File: src/rtl/pkt_meta_pair_sched.sv
// Read scheduler pairing packet-buffer words with parser metadata entries.
// Streams each packet to the rewrite stage, recovers from FIFO desync and counts traffic/errors.
module pkt_meta_pair_sched #(
  parameter int META_WIDTH = 128,
  parameter int CNT_W      = 32
) (
  input  logic                  i_clk,
  input  logic                  i_rst_n,
  input  logic                  i_pkt_empty,
  input  logic [133:0]          i_pkt_dout,
  output logic                  o_pkt_rden,
  input  logic                  i_meta_empty,
  input  logic [META_WIDTH-1:0] i_meta_dout,
  output logic                  o_meta_rden,
  input  logic                  i_out_ready,
  output logic                  o_pkt_valid,
  output logic [133:0]          o_pkt,
  output logic                  o_meta_valid,
  output logic [META_WIDTH-1:0] o_meta,
  output logic [CNT_W-1:0]      o_pkt_cnt,
  output logic [CNT_W-1:0]      o_resync_cnt,
  output logic [CNT_W-1:0]      o_trunc_cnt
);

  typedef enum logic [1:0] {S_IDLE, S_SEND, S_RESYNC} state_e;

  state_e                state_q, state_d;
  logic                  pkt_pop, meta_pop, fwd, pkt_done, trunc, resync_drop;
  logic                  is_head, is_tail;
  logic                  pkt_valid_q, meta_valid_q;
  logic [133:0]          pkt_q;
  logic [META_WIDTH-1:0] meta_q;
  logic [CNT_W-1:0]      pkt_cnt_q, resync_cnt_q, trunc_cnt_q;

  // Tag bit 0 marks a packet start, bit 1 a packet end; 2'b11 is both.
  assign is_head = i_pkt_dout[132];
  assign is_tail = i_pkt_dout[133];

  // NOTE: every always_comb output gets a default first so no path leaves it unassigned (no latch).
  always_comb begin
    state_d     = state_q;
    pkt_pop     = 1'b0;
    meta_pop    = 1'b0;
    fwd         = 1'b0;
    pkt_done    = 1'b0;
    trunc       = 1'b0;
    resync_drop = 1'b0;
    unique case (state_q)
      S_IDLE: begin
        if (!i_pkt_empty && i_out_ready) begin
          if (!is_head) begin
            state_d = S_RESYNC;
          end else if (!i_meta_empty) begin
            pkt_pop  = 1'b1;
            meta_pop = 1'b1;
            fwd      = 1'b1;
            if (is_tail) pkt_done = 1'b1;
            else         state_d  = S_SEND;
          end
        end
      end
      S_SEND: begin
        if (!i_pkt_empty && i_out_ready) begin
          if (is_head) begin
            // Left in the FIFO: IDLE pops it together with its own metadata.
            trunc   = 1'b1;
            state_d = S_IDLE;
          end else begin
            pkt_pop = 1'b1;
            fwd     = 1'b1;
            if (is_tail) begin
              pkt_done = 1'b1;
              state_d  = S_IDLE;
            end
          end
        end
      end
      S_RESYNC: begin
        if (!i_pkt_empty) begin
          if (is_head) begin
            state_d = S_IDLE;
          end else begin
            pkt_pop     = 1'b1;
            resync_drop = 1'b1;
          end
        end
      end
      default: state_d = S_IDLE;
    endcase
  end

  // Pops are suppressed while reset is held so FIFO contents survive a reset.
  assign o_pkt_rden  = pkt_pop & i_rst_n;
  assign o_meta_rden = meta_pop & i_rst_n;

  function automatic logic [CNT_W-1:0] sat_inc(input logic [CNT_W-1:0] v, input logic en);
    return (en && (v != '1)) ? v + 1'b1 : v;
  endfunction

  // NOTE: state uses non-blocking assignments so every flop samples pre-edge values.
  always_ff @(posedge i_clk or negedge i_rst_n) begin
    if (!i_rst_n) begin
      state_q      <= S_IDLE;
      pkt_valid_q  <= 1'b0;
      meta_valid_q <= 1'b0;
      pkt_q        <= '0;
      meta_q       <= '0;
      pkt_cnt_q    <= '0;
      resync_cnt_q <= '0;
      trunc_cnt_q  <= '0;
    end else begin
      state_q      <= state_d;
      pkt_valid_q  <= fwd;
      meta_valid_q <= meta_pop;
      if (fwd)      pkt_q  <= i_pkt_dout;
      if (meta_pop) meta_q <= i_meta_dout;
      pkt_cnt_q    <= sat_inc(pkt_cnt_q, pkt_done);
      resync_cnt_q <= sat_inc(resync_cnt_q, resync_drop);
      trunc_cnt_q  <= sat_inc(trunc_cnt_q, trunc);
    end
  end

  assign o_pkt_valid  = pkt_valid_q;
  assign o_pkt        = pkt_q;
  assign o_meta_valid = meta_valid_q;
  assign o_meta       = meta_q;
  assign o_pkt_cnt    = pkt_cnt_q;
  assign o_resync_cnt = resync_cnt_q;
  assign o_trunc_cnt  = trunc_cnt_q;

endmodule

File: config.mk
export PLATFORM = sky130hd
export DESIGN_NAME = pkt_meta_pair_sched
export DESIGN_NICKNAME = d
export VERILOG_FILES = /design/src/rtl/pkt_meta_pair_sched.sv
export SDC_FILE = /design/constraint.sdc
export NUM_CORES = 1
export LEC_CHECK = 0
export CAP_MARGIN = 20
export CORE_AREA = 4 4 244 246
export DETAILED_ROUTE_END_ITERATION = 8
export DIE_AREA = 0 0 248 250
export PLACE_DENSITY = 0.62
export SYNTH_ARGS = -nofsm -noshare
export SYNTH_HDL_FRONTEND = slang
export SYNTH_SLANG_ARGS = --single-unit
export TNS_END_PERCENT = 100
File: constraint.sdc
create_clock -name i_clk -period 2 [get_ports i_clk]
set_input_delay 0.4 -clock i_clk [delete_from_list [all_inputs] [get_ports i_clk]]
set_output_delay 0.4 -clock i_clk [all_outputs]
set_load 0.03 [all_outputs]
==> results of run 1 <==
[sequential cells by signal (all words and copies together) (netlist names)]
signal	flops
o_trunc_cnt	32
state_q	2
o_meta	128
o_pkt_cnt	32
o_meta_valid	1
o_pkt_valid	1
o_pkt	134
o_resync_cnt	32
[worst min-delay path by stage]
stage,startpoint,to,cells after the start
2_1_floorplan,i_rst_n,o_meta[0],0
4_1_cts,i_rst_n,state_q[1],2
6_report,i_rst_n,o_pkt[132],2
3_3_place_gp,i_rst_n,state_q[1],1
5_1_grt,i_rst_n,o_pkt[63],2
3_5_place_dp,i_rst_n,state_q[1],1
[worst max-delay path: stages]
cell	delay (ns)
sky130_fd_sc_hd__clkdlybuf4s50_1	0.49
sky130_fd_sc_hd__buf_4	0.19
sky130_fd_sc_hd__nor3b_4	0.21
sky130_fd_sc_hd__buf_6	0.13
sky130_fd_sc_hd__o21ai_4	0.05
sky130_fd_sc_hd__buf_6	0.12
sky130_fd_sc_hd__a21oi_2	0.12
sky130_fd_sc_hd__buf_6	0.15
[where the power goes]
group	internal (mW)	switching, mW	total (mW)
clock network	5.19	3.24	8.44
logic	2.74	5.45	8.19
registers	8.89	0.861	9.75
total	16.8	9.55	26.4
[synthesized netlist by cell type (all sizes together) (3+ instances only)]
cell type    n
or2          4
a2111oi      3
xnor2       45
a21o         3
nor2        27
and3        16
inv          9
nor3        29
a31oi        3
nand3       38
a21oi        5
ha           3
or3          4
clkbuf      52
and2         4
nor4        17
xor2        44
o21ai        5
dfrtp      362
buf         14
and4         5
nand2      832
mux2         3
nand4       39
[kinds of logic after synthesis]
family | after synthesis
compound gates | 26
buf+inv | 75
simple gates | 1026
fa+ha+maj | 3
xor+xnor | 89
flops | 362
mux | 3
[through the flow]
stage          instances  utilization [%]  hold WS, ns  total power, mW  setup TNS (ns)
2_1_floorplan       1584                -       0.1044            14.26         -0.3673
3_3_place_gp        3021            39.70       0.2517            19.03         -102.85
3_5_place_dp        3021            39.70       0.2529            19.17         -107.52
4_1_cts             3113            42.11       0.2770            26.68          -2.751
5_1_grt             3129            43.28       0.3063            27.65          -9.754
6_report            3130            43.29       0.3050            26.37          -4.868
[layout make-up]
cell class | count | area share, %
Clock buffer | 63 | 5.250
Timing Repair Buffer | 765 | 28.98
Sequential cell | 362 | 36.57
Multi-Input combinational cell | 1147 | 24.22
Inverter | 9 | 0.1512
Clock inverter | 17 | 0.9523
Antenna cell | 2 | 0.02016
Tap cell | 765 | 3.855
[cells in the final DEF, fill, tap and decap left out, drive strengths merged, types with 2 or more instances in the layout]
master,instances
a2111oi,3
a211oi,2
a21o,3
a21oi,5
a31oi,3
and2,4
and3,16
and4,5
buf,138
bufinv,5
clkbuf,65
clkdlybuf4s15,2
clkdlybuf4s50,265
clkinv,10
dfrtp,362
diode,2
dlygate4sd2,356
ha,3
inv,11
mux2,3
nand2,832
nand3,38
nand4,39
nand4b,2
nor2,27
nor3,29
nor3b,2
nor4,17
nor4b,2
o21ai,5
or2,4
or3,4
xnor2,45
xor2,44
[per-layer routing]
layer | wire (um) | share of wire, % | vias to the layer above | track usage (%)
met4 | 1885 | 3.3 | 4 | 6.028
met1 | 22210 | 39 | 6696 | 21.00
li1 | - | - | 6532 | -
met5 | 21 | 0.037 | - | 0
met3 | 4542 | 8.0 | 108 | 5.308
met2 | 28340 | 50 | 445 | 29.15
[timing repair]
item | in CTS | in global routing
setup buffers | 10 | 15
hold buffers | 1 | 0
setup endpoints to repair | 392 | 110
endpoints found under the hold margin | 76 | 0
pin swaps | 25 | 71
gates resized for setup | 402 | 106
cloned | 1 | 1
==> impl_summary.md, run 1 <==
Outcome
The run finished, with violations left. The checks that failed: setup timing.

Clock tree
The clock net in this run drives a total of between 300 and 400 sinks. The number of buffers added by the clock tree synthesis step is between 40 and 50. TritonCTS built the clock tree. The clock latency of the later-clocked register in the worst-skew pair is approximately 0.56 ns. The H-tree was split into 2 levels.

The post-CTS clock slew at the launch and capture registers of the worst setup and hold paths is approximately 0.050 ns. The buffer type at the clock tree root is sky130_fd_sc_hd__clkbuf_16. The worst-case clock buffer depth is 3.

Critical path
The startpoint-to-endpoint class of the critical path is in2out. In this run the critical register-to-register path is captured at o_resync_cnt[28]. The startpoint identified for the worst register-to-register timing path is state_q[1]. The register-to-register setup slack is -0.20 ns.

The type of element launching the critical path is an input pin. The last element of the critical path is o_pkt_rden. The maximum fanout along the worst path is 4. The data required time of the worst path is about 1.6 ns.

The sort of element at the end of the critical path is an output pin. Data arrives at the worst endpoint at 1.88 ns. The first element of the critical path is i_pkt_empty. The worst register-to-register path has a depth of 10.

Die
The initial core utilization is between 20% and 30%. The floorplan step defined a core boundary enclosing about 57,000 um^2. The die span in y is 250 um. The floorplan has between 80 and 90 rows. The floorplan step defined a die boundary enclosing 62,000 um^2.

During I/O placement, the number of pins put on the boundary was between 600 and 700. The die is 248 um wide.

Synthesis
The cell area after synthesis is between 10,000 and 15,000 um^2. The mean instance size in the synthesized netlist is 9.271 um^2. The number of warnings reported in the yosys synthesis log is 0. The synthesized design devotes to its leading area cell type between 60% and 70% of total area. The post-synthesis share of cell area spent on full adders, half adders and majority gates is less than 1%. The number of storage elements in the synthesis netlist is between 300 and 400. Of all cell types, the one taking the most synthesized area is sky130_fd_sc_hd__dfrtp_1. The portion of synthesized area spent on multiplexers is less than 1%.

The most used flip-flop cell after synthesis is sky130_fd_sc_hd__dfrtp_1. Summing the areas of all and, or, nand and nor instances in the mapped netlist gives 29.04% of the synthesized area. Summing the areas of all xor and xnor instances in the mapped netlist gives ~5.3% of the synthesized area. The number of standard cells after synthesis is around 1,600. In this run, synthesis inferred 0 flip-flops with an integrated enable.

When the netlist entered floorplanning its net count stood at roughly 1,900. The sequential element share of the synthesized area is between 60% and 70%. The area fraction in compound gates after synthesis is 1.457%. After synthesis, the largest family of logic cells by area is simple AND/OR/NAND/NOR gates. Sorting the synthesized cells by area gives the leading types as sky130_fd_sc_hd__dfrtp_1 62%, sky130_fd_sc_hd__nand2_1 21%, sky130_fd_sc_hd__xnor2_1 2.7%. The async set-or-reset flop fraction in the synthesized netlist is between 90% and 100%. The netlist uses 52 different library cells.

Global route
Global routing used between 10% and 20% of the available tracks across all layers. Entering global routing, the biggest net connects 100 pins. Global routing finished with a remaining overflow of 0. The via count of the first global-routing pass is roughly 14,000. The initial antenna violation count is 5.

The first global-routing pass estimated between 80 and 90 mm of wire.

Timing
The final worst setup slack is -0.2763 ns. For the pin with the worst max-slew slack, the measured transition is roughly 0.65 ns. The peak clock frequency supported by timing is roughly 440 MHz. The worst path in the final design needs a cycle of 2.276 ns, including I/O delays and setup. The number of max-slew violations in the final report came to 0. The count of final hold-check violations is 0.

For the final database, setup skew stands at 0.02064 ns. Setup repair after global routing could not meet its margin everywhere. In the finished design, the share of the clock period the worst path needs comes to 113.8%. The number of failing setup endpoints in the final timing report is 53.

The relative slew slack is a little under three fifths.

Placement
The cell area after placement is approximately 23,000 um^2. The wire-length estimate of the detail-placed layout is between 40 and 50 mm. Prior to clock tree synthesis, the placed netlist has a worst setup slack of -0.5686 ns. The routability congestion estimate from global placement is 0.8815.

Buffers placed on the I/O ports in this run total 628.

Final layout
The finished cells cover 24,830 um^2. The area added between synthesis and finish is 69.09%. The share of layout cells above drive strength 1 is between 10% and 20%.

The final net count is about 2,600. In the final layout, flip-flops and latches occupy 9080 um^2. The area of the multi-input gates is approximately 6000 um^2. Counting the fill cells in the layout gives around 5,600.

Drt
The post-detailed-route wirelength per cell is ~18 um. For this run, design rule violations remaining after detail routing come to 0. Using the TritonRoute via totals, the vias-per-cell ratio works out to 4.404. The number of DRC markers in iteration 0 is 738. The antenna violation net count after detailed routing is 0. For this block, the via count after detailed routing is approximately 14,000. The aggregate routed wire length is roughly 57 mm.

The number of iterations in the first detailed-routing pass is 5.

Min path
The worst hold path belongs to the class in2async.

Pwr
The maximum VDD drop is 0.8451 mV. For this design the static power due to leakage is ~13 nW. For this design the ratio of total power to cell area is between 1000 and 1500 nW/um^2.

Flow run
Across the run, the number of max-cap violations was 0.
Power figures use the tool's default switching activity.
==> run 2, diff against run 1 <==
--- a/config.mk
+++ b/config.mk
@@ -9,6 +9,7 @@
 export CORE_AREA = 4 4 244 246
 export DETAILED_ROUTE_END_ITERATION = 8
 export DIE_AREA = 0 0 248 250
+export GPL_ROUTABILITY_DRIVEN = 0
 export PLACE_DENSITY = 0.62
 export SYNTH_ARGS = -nofsm -noshare
 export SYNTH_HDL_FRONTEND = slang
==> results of run 2 <==
Final layout, timing and power as in run 1 (identical DEF).
